$ cat src/rtl/uart_tx_sb_ctrl.sv
// Bus-mapped UART transmitter: start bit, 8 data bits LSB first, optional even parity, 1 or 2 stop bits.
// Defining UART_TX_FIFO_EN adds a 4-entry byte FIFO ahead of the serialiser.
module uart_tx_sb_ctrl #(
  parameter int unsigned CLK_FREQ     = 10_000_000,
  parameter int unsigned DEFAULT_BAUD = 9600
) (
  input  logic        clk_i,
  input  logic        rst_i,
  input  logic        req_i,
  input  logic        write_enable_i,
  input  logic [31:0] addr_i,
  input  logic [31:0] write_data_i,
  output logic [31:0] read_data_o,
  output logic        tx_o
);

  localparam logic [23:0] ADDR_DATA = 24'h00_0000;
  localparam logic [23:0] ADDR_BUSY = 24'h00_0008;
  localparam logic [23:0] ADDR_BAUD = 24'h00_000C;
  localparam logic [23:0] ADDR_PAR  = 24'h00_0010;
  localparam logic [23:0] ADDR_STOP = 24'h00_0014;
  localparam logic [23:0] ADDR_RST  = 24'h00_0024;

  typedef enum logic [2:0] {
    IDLE   = 3'd0,
    START  = 3'd1,
    DATA   = 3'd2,
    PARITY = 3'd3,
    STOP   = 3'd4
  } state_t;

  function automatic logic baud_ok(input logic [31:0] baud);
    case (baud)
      32'd9600, 32'd19200, 32'd38400, 32'd57600, 32'd115200: baud_ok = 1'b1;
      default: baud_ok = 1'b0;
    endcase
  endfunction

  function automatic logic [15:0] baud_div(input logic [31:0] baud);
    case (baud)
      32'd9600:   baud_div = 16'(CLK_FREQ / 32'd9600);
      32'd19200:  baud_div = 16'(CLK_FREQ / 32'd19200);
      32'd38400:  baud_div = 16'(CLK_FREQ / 32'd38400);
      32'd57600:  baud_div = 16'(CLK_FREQ / 32'd57600);
      32'd115200: baud_div = 16'(CLK_FREQ / 32'd115200);
      default:    baud_div = 16'(CLK_FREQ / DEFAULT_BAUD);
    endcase
  endfunction

  function automatic logic even_par(input logic [7:0] data);
    even_par = ^data;
  endfunction

  state_t      state_r, state_s;
  logic [15:0] cnt_r, div_s;
  logic [2:0]  bit_idx_r;
  logic        stop_idx_r, frame_par_r, frame_two_stop_r;
  logic [7:0]  data_r, start_data_s;
  logic        tx_r, tx_s;
  logic [31:0] baud_r, read_data_r, rd_mux_s;
  logic        parity_r;
  logic [1:0]  stop_r;
  logic [23:0] off_s;
  logic        wr_s, rd_s, srst_s, data_wr_s;
  logic        bit_done_s, frame_end_s, start_s, busy_s, cfg_lock_s;
  logic        unused_s;

  assign off_s       = addr_i[23:0];
  assign unused_s    = ^addr_i[31:24];
  assign wr_s        = req_i & write_enable_i;
  assign rd_s        = req_i & ~write_enable_i;
  assign srst_s      = wr_s && (off_s == ADDR_RST) && write_data_i[0];
  assign data_wr_s   = wr_s && (off_s == ADDR_DATA);
  assign div_s       = baud_div(baud_r);
  assign bit_done_s  = (cnt_r == (div_s - 16'd1));
  assign frame_end_s = (state_r == STOP) && bit_done_s && (stop_idx_r == frame_two_stop_r);

`ifdef UART_TX_FIFO_EN
  logic [7:0] fifo_r [4];
  logic [1:0] wr_ptr_r, rd_ptr_r;
  logic [2:0] count_r;
  logic       push_s, pop_s;

  // The head entry stays in the FIFO while its frame is on the line.
  assign push_s       = data_wr_s && (count_r != 3'd4);
  assign pop_s        = frame_end_s;
  assign start_s      = ((state_r == IDLE) && (count_r != 3'd0)) || (frame_end_s && (count_r > 3'd1));
  assign start_data_s = (state_r == IDLE) ? fifo_r[rd_ptr_r] : fifo_r[rd_ptr_r + 2'd1];
  assign busy_s       = (count_r == 3'd4);
  assign cfg_lock_s   = (state_r != IDLE) || (count_r != 3'd0);

  // FIFO storage
  always_ff @(posedge clk_i) begin
    if (push_s) begin
      fifo_r[wr_ptr_r] <= write_data_i[7:0];
    end
  end

  // FIFO pointers and occupancy
  always_ff @(posedge clk_i or posedge rst_i) begin
    if (rst_i) begin
      wr_ptr_r <= 2'd0;
      rd_ptr_r <= 2'd0;
      count_r  <= 3'd0;
    end else if (srst_s) begin
      wr_ptr_r <= 2'd0;
      rd_ptr_r <= 2'd0;
      count_r  <= 3'd0;
    end else begin
      if (push_s) wr_ptr_r <= wr_ptr_r + 2'd1;
      if (pop_s)  rd_ptr_r <= rd_ptr_r + 2'd1;
      count_r <= count_r + {2'd0, push_s} - {2'd0, pop_s};
    end
  end
`else
  assign start_s      = data_wr_s && ((state_r == IDLE) || frame_end_s);
  assign start_data_s = write_data_i[7:0];
  assign busy_s       = (state_r != IDLE);
  assign cfg_lock_s   = (state_r != IDLE);
`endif

  // Next state and serial bit for the state being left
  always_comb begin
    state_s = state_r;
    tx_s    = 1'b1;
    case (state_r)
      IDLE: begin
        tx_s = 1'b1;
        if (start_s) state_s = START;
        else         state_s = IDLE;
      end
      START: begin
        tx_s = 1'b0;
        if (bit_done_s) state_s = DATA;
        else            state_s = START;
      end
      DATA: begin
        tx_s = data_r[bit_idx_r];
        if (bit_done_s && (bit_idx_r == 3'd7)) state_s = frame_par_r ? PARITY : STOP;
        else                                    state_s = DATA;
      end
      PARITY: begin
        tx_s = even_par(data_r);
        if (bit_done_s) state_s = STOP;
        else            state_s = PARITY;
      end
      STOP: begin
        tx_s = 1'b1;
        if (frame_end_s) state_s = start_s ? START : IDLE;
        else             state_s = STOP;
      end
      default: begin
        tx_s    = 1'b1;
        state_s = IDLE;
      end
    endcase
  end

  // Read mux; write-only and unmapped offsets return zero
  always_comb begin
    rd_mux_s = 32'd0;
    case (off_s)
      ADDR_BUSY: rd_mux_s = {31'd0, busy_s};
      ADDR_BAUD: rd_mux_s = baud_r;
      ADDR_PAR:  rd_mux_s = {31'd0, parity_r};
      ADDR_STOP: rd_mux_s = {30'd0, stop_r};
      default:   rd_mux_s = 32'd0;
    endcase
  end

  // Frame sequencing, configuration registers and bus read data
  always_ff @(posedge clk_i or posedge rst_i) begin
    if (rst_i) begin
      state_r          <= IDLE;
      cnt_r            <= 16'd0;
      bit_idx_r        <= 3'd0;
      stop_idx_r       <= 1'b0;
      frame_par_r      <= 1'b0;
      frame_two_stop_r <= 1'b0;
      data_r           <= 8'd0;
      tx_r             <= 1'b1;
      baud_r           <= 32'(DEFAULT_BAUD);
      parity_r         <= 1'b1;
      stop_r           <= 2'd1;
      read_data_r      <= 32'd0;
    end else if (srst_s) begin
      state_r          <= IDLE;
      cnt_r            <= 16'd0;
      bit_idx_r        <= 3'd0;
      stop_idx_r       <= 1'b0;
      frame_par_r      <= 1'b0;
      frame_two_stop_r <= 1'b0;
      data_r           <= 8'd0;
      tx_r             <= 1'b1;
      baud_r           <= 32'(DEFAULT_BAUD);
      parity_r         <= 1'b1;
      stop_r           <= 2'd1;
      read_data_r      <= 32'd0;
    end else begin
      state_r <= state_s;
      tx_r    <= tx_s;
      if ((state_r == IDLE) || bit_done_s) cnt_r <= 16'd0;
      else                                 cnt_r <= cnt_r + 16'd1;

      if (start_s) begin
        data_r           <= start_data_s;
        frame_par_r      <= parity_r;
        frame_two_stop_r <= (stop_r == 2'd2);
        bit_idx_r        <= 3'd0;
        stop_idx_r       <= 1'b0;
      end else begin
        if ((state_r == DATA) && bit_done_s) bit_idx_r <= bit_idx_r + 3'd1;
        if ((state_r == STOP) && bit_done_s && !frame_end_s) stop_idx_r <= 1'b1;
      end

      // Config is frozen while anything is queued or on the line
      if (wr_s && !cfg_lock_s) begin
        case (off_s)
          ADDR_BAUD: if (baud_ok(write_data_i)) baud_r <= write_data_i;
          ADDR_PAR:  parity_r <= write_data_i[0];
          ADDR_STOP: if ((write_data_i == 32'd1) || (write_data_i == 32'd2)) stop_r <= write_data_i[1:0];
          default:   ;
        endcase
      end

      if (rd_s) read_data_r <= rd_mux_s;
    end
  end

  assign read_data_o = read_data_r;
  assign tx_o        = tx_r;

endmodule

$ cat config.mk
export PLATFORM = sky130hd
export DESIGN_NAME = uart_tx_sb_ctrl
export DESIGN_NICKNAME = d
export VERILOG_FILES = /design/src/rtl/uart_tx_sb_ctrl.sv
export SDC_FILE = /design/constraint.sdc
export NUM_CORES = 1
export LEC_CHECK = 0
export CAP_MARGIN = 20
export CORE_MARGIN = 1
export CORE_UTILIZATION = 45
export CTS_CLUSTER_SIZE = 8
export DETAILED_ROUTE_END_ITERATION = 10
export PLACE_DENSITY = 0.68
export SYNTH_ARGS = -nofsm -noshare
export SYNTH_HDL_FRONTEND = slang
export SYNTH_SLANG_ARGS = --single-unit
$ cat constraint.sdc
create_clock -name clk_i -period 12.1 [get_ports clk_i]
set_input_delay 2.42 -clock clk_i [delete_from_list [all_inputs] [get_ports clk_i]]
set_output_delay 2.42 -clock clk_i [all_outputs]
set_load 0.01 [all_outputs]
# --- Yosys cells after proc, flatten, opt, wreduce, memory -nomap -nowiden ---
# Index checks and enable logic that the tools add are counted.
classes:
  add_sub_neg: 3
  magnitude_cmp: 1
  n_eq_ne: 24
  muxes: 45
  n_bitwise: 3
  reduce_logical: 33
ops:
  columns: ["op", "n"]
  rows:
  - ["$mux W32", 6]
  - ["$eq A32 B16 Y1 const B", 4]
  - ["$pmux W32 S4", 1]
  - ["$eq A32 B15 Y1 const B", 2]
  - ["$eq A32 B17 Y1 const B", 2]
  - ["$eq A24 B4 Y1 const B", 2]
  - ["$eq A24 B5 Y1 const B", 2]
  - ["$pmux W11 S4", 1]
  - ["$eq A32 B1 Y1 const B", 1]
  - ["$eq A32 B14 Y1 const B", 1]
  - ["$eq A32 B2 Y1 const B", 1]
  - ["$mux W16", 2]
  - ["$eq A24 B6 Y1 const B", 1]
  - ["$logic_not A24 Y1", 1]
  - ["$mux W3", 8]
  - ["$mux W1", 17]
  - ["$add A16 B1 Y16 const B", 1]
  - ["$eq A16 B16 Y1", 1]
  - ["$mux W8", 2]
  - ["$reduce_bool A2 Y1", 8]
  - ["$sub A16 B1 Y16 const B", 1]
  - ["$pmux W3 S5", 1]
  - ["$logic_and A1 B1 Y1", 10]
  - ["$mux W2", 5]
  - ["other kinds (19)", 28]
word_totals:
  reg_bits: 101
  output_inout_bits: 33

# --- Longest topological paths before layout ---
# Gate-level depths: netlist (run 1).
logic_depth:
  word_depth: 12
  ltp_mapped: 19
  mapped_depth_nobuf: 15

# --- Worst setup path after synthesis (run 1) ---
# No wires, ideal clock.
synth_timing:
  kind: "input to register"
  from: "in addr_i[1]"
  to: "reg read_data_r[20], in the netlist read_data_o[20]"
  setup_ps: 121
  arrival_ps: 4123
  t_required_ps: 11979
  path_slack_ps: 7856
  stages: 7
  path_buffers: 1
  path_cell_list: "nor4_1 > nand3b_1 > or3_2 > nor3_1 > a21oi_1 > clkbuf_1 > a22o_2"
synth_via:
  elab_chain_cells: 4
synth_rtl:
  columns: ["item", "line", "source"]
  rows:
  - ["from (decl)", "11", "input logic [31:0] addr_i,"]
  - ["$eq A24 B5 Y1, or another cell as far along", "162", "case (off_s)"]
  - ["$pmux W32 S4 / $logic_and A1 B1 Y1 (equally long branches)", "162, 72", null]
  - ["$mux W32 / $logic_and A1 B1 Y1 (equally long branches)", "226, 72", null]
  - ["$mux W32 / $reduce_bool A2 Y1 (equally long branches)", null, null]
  - ["to (signal assigned)", "226", "if (rd_s) read_data_r <= rd_mux_s;"]
  - ["to (decl)", "60", "logic [31:0] baud_r, read_data_r, rd_mux_s;"]
# Several ways; a longest one is shown, not always the timed one. The select of a mux whose other input is x is not followed.
# A chain may end at the register's enable or synchronous reset.

# --- Worst setup path in the final report (run 1) ---
layout_timing:
  from: "reg baud_r[20]"
  to: "reg cnt_r[6]"
layout_via:
  elab_chain_cells: 7
layout_rtl:
  columns: ["item", "line", "source"]
  rows:
  - ["from (decl)", "60", null]
  - ["from (signal assigned)", "182", "baud_r <= 32'(DEFAULT_BAUD);"]
  - ["from (signal assigned)", "195", "baud_r <= 32'(DEFAULT_BAUD);"]
  - ["from (signal assigned)", "219", "ADDR_BAUD: if (baud_ok(write_data_i)) baud_r <= write_data_i;"]
  - ["$eq A32 B17 Y1, or another cell as far along", "40", "case (baud)"]
  - ["$pmux W11 S4 *", "40", null]
  - ["$sub A16 B1 Y16 *", "75", "assign bit_done_s = (cnt_r == (div_s - 16'd1));"]
  - ["$eq A16 B16 Y1 *", "75", null]
  - ["$logic_or A1 B1 Y1 *", "202", "if ((state_r == IDLE) || bit_done_s) cnt_r <= 16'd0;"]
  - ["$mux W16 *", "202", null]
  - ["$mux W16 *", "186", "end else if (srst_s) begin"]
  - ["to (signal assigned)", "203", "else cnt_r <= cnt_r + 16'd1;"]
  - ["to (decl)", "55", "logic [15:0] cnt_r, div_s;"]
# Mark *: on every way between the ends. The rest lies on a longest branch, timed or not.

==> flow_summary.toml, run 1 <==
[logic_synthesis]
ys_ff_latch = 101
synth_top_area_share_pct = 44.7
netlist_top_cells_area = "dfrtp_1 45%, a22o_1 5.0%, nand2_1 4.2%, dfstp_2 3.5%, nor2_1 2.9%"
yosysMostFrequentCell = "dfrtp_1"
synth_ff_type = "dfrtp_1"
syn-num-nets = 596
syn_area_per_cell_um2 = 10.0
yosysUniqueCellTypes = 71
netlist_top_cells_count = "94 x dfrtp_1, 59 x nand2_1, 40 x nor2_1, 30 x a22o_1, 24 x nor4_1"
yosysWarnings = 0
synth_area_um2 = 5260
syn-instance-count = 524
seq_area_frac_synth_pct = 48.2
ys_async_sr_fraction_pct = 100
synth_edf_count = 0
yosysTopAreaCell = "dfrtp_1"

[cts]
cts-resized-gates = 0
clock-sinks = 101
postCtsSetupRepairBufs = 0
cts_max_path_buffers = 2
postCtsHoldBufs = 0
clk_latency_ns = 0.36
cts_tree = "done"
root_buffer = "clkbuf_16"
numCtsBuffers = 9
clkTransAtPathRegs_ns = 0.07
h-tree-depth = 3

[global_routing]
grtUsageTotal_pct = 22.4
grt_first_pass_wirelength_um = 20700
antenna_found_initial = 0
grt_max_degree = 75
grt_overflow = 0
grt_pass1_vias = 4330

[worst_setup_path]
path_depth = 12
worst_path_max_delay_cell = "or4_1"
critical-path-top-delay-family = "simple AND/OR/NAND/NOR gates"
reg2regPathDepth = 12
slowest_delay_ns = 0.61
crit_path_frequent_cell = "nor3_1"
worst-setup-path-type = "register to register"
r2r-start = "baud_r[20]"
crit_buf_inv = 0
critPathRequiredTime_ns = 12.31
crit_path_end_kind = "register"
cp_cell_sequence = "or4_4 > or4_1 > nor3_1 > nor3_1 > ha_1 > xnor2_1 > nor3_1 > o21ai_0 > a2111oi_1 > and4_1 > or3_1 > nor2_1"
cp-start-kind = "register"
cp_max_fo = 16
cp-startpoint = "baud_r[20]"
cp_data_arrival_time_ns = 5.08

[run_status]
status = "completed"

[route]
ant_nets = 0
first_iter_violations = 218
drc_errors = 0
drt_wl_total_um = 12800
wire_per_inst_um = 16.8
route.vias.total = 4359
firstDrtPassIters = 4
viasPerCell = 5.75

[job]
cap_viol_max_count = 0

[sta]
slew_violations = 0
finalCritPeriodShare_pct = 40.2
finalHoldViolations = 0
whs_ns = 0.495
finalSetupTns_ns = 0
rsz0062_at_grt = "no"
finalCriticalPeriod_ns = 4.86
setup_viol = 0
clock_skew_ns = 0.00854
relSlewSlack_pct = 39.4
final.setup.worst_slack_ns = 7.24
tightest_slew_ns = 0.909
fmax_mhz = 206

[placed_design]
hpwlAfterDp_um = 9440
port_buffers = 92
place_ws_ns = 6.84
placed_area_um2 = 6250
routabilityCongestion = 0.812

[power]
swShare_pct = 23.1
clkPwrFrac_pct = 42.2
powerDensity_nw_per_um2 = 99.7
seqPwrFrac_pct = 51.9
peakVddDrop_mv = 0.0734
p_leak_nw = 2.76
power_frac_comb_pct = 6.0
p_switching_mw = 0.150
internal_power_mw = 0.501

[finish]
design_area_um2 = 6530
syn_to_final_growth_pct = 24.1
diodes = 0
drive_gt1_share_pct = 8.46
utilization_pct = 57.2
nets = 682

[floorplanning]
die_area_um2 = 12100
start_util_pct = 46.1
die_w_um = 110
rows = 39
ios = 101
core_um2 = 11400
die_y_um = 110

[hold_path]
hold_depth = 2
min-delay-start = "stop_r[0]"
hold_path.class = "register to register"
## registers in the layout (all words and copies together) (netlist names)
register	flops
parity_r	1
read_data_o	32
frame_two_stop_r	1
cnt_r	16
stop_idx_r	1
data_r	8
baud_r	32
stop_r	2
frame_par_r	1
tx_o	1
state_r	3
bit_idx_r	3
## power groups by stage
stage	logic, mW	registers, mW	clock network (mW)
final	0.0390	0.338	0.274
after global routing	0.0423	0.338	0.292
after CTS	0.0395	0.338	0.283
after detailed placement	0.0395	0.344	0
after global placement	0.0386	0.344	0
after floorplan	0.0120	0.344	0
## final timing paths
| kind | endpoint | slack [ns] |
|---|---|---|
| worst max-delay path | cnt_r[6] | 7.24 |
| min in group asynchronous | read_data_o[6] | 2.39 |
| worst min-delay path | stop_r[0] | 0.49 |
| worst max register to register | cnt_r[6] | 7.24 |
| max in group asynchronous | cnt_r[6] | 8.49 |
| worst min register to register | stop_r[0] | 0.49 |
## through the flow
step	power (mW)	std cells
global route	0.672	758
finish	0.651	758
CTS	0.660	758
floorplan	0.356	524
detailed placement	0.384	742
global placement	0.383	742
## tightest hold or removal path, cell delays in order, from the launching register on
cell and delay [ns]:
dfstp_2 0.37, nand2_1 0.05, o21ai_0 0.07
## kinds of logic after synthesis
group                      after synthesis  synth area share [%]
xor gates and xnor gates                26                  4.33
AOI/OAI and AO/OA                       93                  13.2
buffers and inverters                   34                  3.80
muxes                                   16                  3.54
DFF                                    101                  48.2
adders and majority gates                4                 0.951
and+or+nand+nor                        250                  26.0
## layer usage
layer | share of wire, % | wire (um) | global-route usage (%) | vias to the layer above
met1 | 45 | 5740 | 28.7 | 2106
met4 | 2.8 | 357 | 11.7 | 0
met2 | 47 | 6040 | 36.0 | 127
met5 | 0 | 0 | 0 | -
met3 | 4.9 | 621 | 4.47 | 24
li1 | - | - | - | 2102
## layout make-up
class / instances / area, um2
timing repair buffer: 97 / 958
clock buffer: 11 / 233
clock inverter: 5 / 46.3
inverter: 12 / 47.5
fill: 1048 / 4880
sequential: 101 / 2540
multi-input combinational: 389 / 2530
tap: 143 / 179
## cells in the final DEF (no fill, tap or decap), types with 15 or more instances in the layout
| cell | instances |
|---|---|
| o21ai_0 | 16 |
| clkdlybuf4s50_1 | 92 |
| and2_1 | 22 |
| nor3_1 | 18 |
| nand2_1 | 59 |
| dfrtp_1 | 94 |
| a22o_1 | 30 |
| nor4_1 | 24 |
| nor2_1 | 39 |
| nand3_1 | 19 |
| xnor2_1 | 15 |
Power figures use the tool's default switching activity.
==> run 2, diff against run 1 <==
==> constraint.sdc (replaced) <==
create_clock -name clk_i -period 5 [get_ports clk_i]
set_input_delay 1 -clock clk_i [delete_from_list [all_inputs] [get_ports clk_i]]
set_output_delay 1 -clock clk_i [all_outputs]
set_load 0.01 [all_outputs]
==> flow_summary.toml, run 2 (same netlist as run 1, synthesis figures left out) <==
[run_status]
status = "completed"

[cts]
clkTransAtPathRegs_ns = 0.07
cts_tree = "done"
clock-sinks = 101
postCtsHoldBufs = 0
clk_latency_ns = 0.36
h-tree-depth = 3
numCtsBuffers = 9
root_buffer = "clkbuf_16"
cts_max_path_buffers = 2
postCtsSetupRepairBufs = 0
cts-resized-gates = 0

[finish]
utilization_pct = 57.9
diodes = 0
design_area_um2 = 6610
regArea_um2 = 2540
nFillCells = 1036
mostFrequentLayoutCells = "94 x dfrtp_1, 92 x clkdlybuf4s50_1, 59 x nand2_1, 39 x nor2_1, 30 x a22o_1"
nets = 687
final_common_cell = "dfrtp_1"
multiInputGateArea_um2 = 2530
drive_gt1_share_pct = 9.52
syn_to_final_growth_pct = 25.6

[worst_setup_path]
worst-setup-path-type = "register to register"
rrSetupSlack_ns = 0.66
reg2regPathDepth = 14
critPathRequiredTime_ns = 5.24
cp_max_fo = 16
r2r-start = "baud_r[20]"
cp-start-kind = "register"
r2r-end = "cnt_r[12]"
crit_path_end_kind = "register"
cp_data_arrival_time_ns = 4.57

[sta]
finalHoldViolations = 0
finalCriticalPeriod_ns = 4.34
finalCritPeriodShare_pct = 86.8
finalSetupTns_ns = 0
clock_skew_ns = 0.00860
slew_violations = 0
relSlewSlack_pct = 51.7
tightest_slew_ns = 0.718
rsz0062_at_grt = "no"
setup_viol = 0
fmax_mhz = 231
whs_ns = 0.494

[floorplanning]
ios = 101
die_y_um = 110
die_w_um = 110
core_um2 = 11400
start_util_pct = 46.1
die_area_um2 = 12100
rows = 39

[route]
viasPerCell = 5.77
drt_wl_total_um = 12800
firstDrtPassIters = 5
route.vias.total = 4400
wire_per_inst_um = 16.8
first_iter_violations = 262
drc_errors = 0
ant_nets = 0

[global_routing]
grt_max_degree = 86
grt_first_pass_wirelength_um = 21000
antenna_found_initial = 0
grtUsageTotal_pct = 22.6
grt_pass1_vias = 4335
grt_overflow = 0

[placed_design]
hpwlAfterDp_um = 9550
port_buffers = 92
routabilityCongestion = 0.820
placed_area_um2 = 6280

[hold_path]
hold_path.class = "register to register"
min_to = "stop_r[0]"
hold_depth = 2
min-delay-start = "stop_r[0]"

[power]
p_total_mw = 1.62
p_leak_nw = 2.80
powerDensity_nw_per_um2 = 245
peakVddDrop_mv = 0.149

[job]
cap_viol_max_count = 0
run 2: cell types whose count changed in the layout (fill, tap and decap cells not counted), moves of 2 or more:
cell / change
buf_4: +4
clkinv_4: -2
inv_6: +2
clkbuf_1: -2
run 2: per-layer routing:
metal	global-route usage [%]	vias to the layer above	share of wire [%]
met4	9.30	0	1.6
met1	30.5	2131	46
li1	-	2114	-
met2	36.7	141	47
met5	0	-	0
met3	3.12	14	4.5
run 2: worst max-delay path by stage:
stage	depth (start not counted)	slack, ns	end	from
after floorplan	16	0.98	cnt_r[0]	baud_r[20]
after global placement	14	0.80	cnt_r[15]	baud_r[20]
after detailed placement	14	0.71	cnt_r[12]	baud_r[20]
after CTS	14	0.69	cnt_r[12]	baud_r[20]
after global routing	15	0.31	cnt_r[9]	baud_r[20]
final	14	0.66	cnt_r[12]	baud_r[20]
run 2: power breakdown:
group | internal, mW | switching, mW | total [mW]
Clock | 0.366 | 0.339 | 0.705
Combinational | 0.0515 | 0.0455 | 0.0970
Sequential | 0.817 | 0.000366 | 0.817
run 2: worst max-delay path: stages (launching register included):
cell and delay [ns]:
dfrtp_1 0.41, or4_4 0.55, or4_1 0.61, nor3_1 0.22
buf_4 0.17, nor3_1 0.05, ha_1 0.32, xnor2_1 0.12
nor3_1 0.32, o21ai_0 0.16, a2111oi_1 0.43, and4_1 0.40
or3_1 0.15, buf_4 0.22, nor2_1 0.08
run 2: area by class of cell:
cell class                 count  share of cell area [%]
timing repair buffer         102                    15.4
clock buffer                  10                    3.61
multi-input combinational    389                    38.3
tap                          143                    2.71
clock inverter                 6                   0.946
inverter                      12                   0.719
sequential                   101                    38.3
run 2: through the flow:
| stage | setup WS (ns) | std cells |
|---|---|---|
| after floorplan | 0.985 | 524 |
| after global placement | 0.802 | 746 |
| after detailed placement | 0.710 | 746 |
| after CTS | 0.685 | 762 |
| after global routing | 0.308 | 763 |
| final | 0.662 | 763 |
==> run 3, diff against run 2 <==
--- a/config.mk
+++ b/config.mk
@@ -8,6 +8,7 @@
 export CAP_MARGIN = 20
 export CORE_MARGIN = 1
 export CORE_UTILIZATION = 45
+export CTS_CLUSTER_DIAMETER = 30
 export CTS_CLUSTER_SIZE = 8
 export DETAILED_ROUTE_END_ITERATION = 10
 export PLACE_DENSITY = 0.68
==> results of run 3 <==
The final DEF is identical to that of run 2; final timing and power are the same.
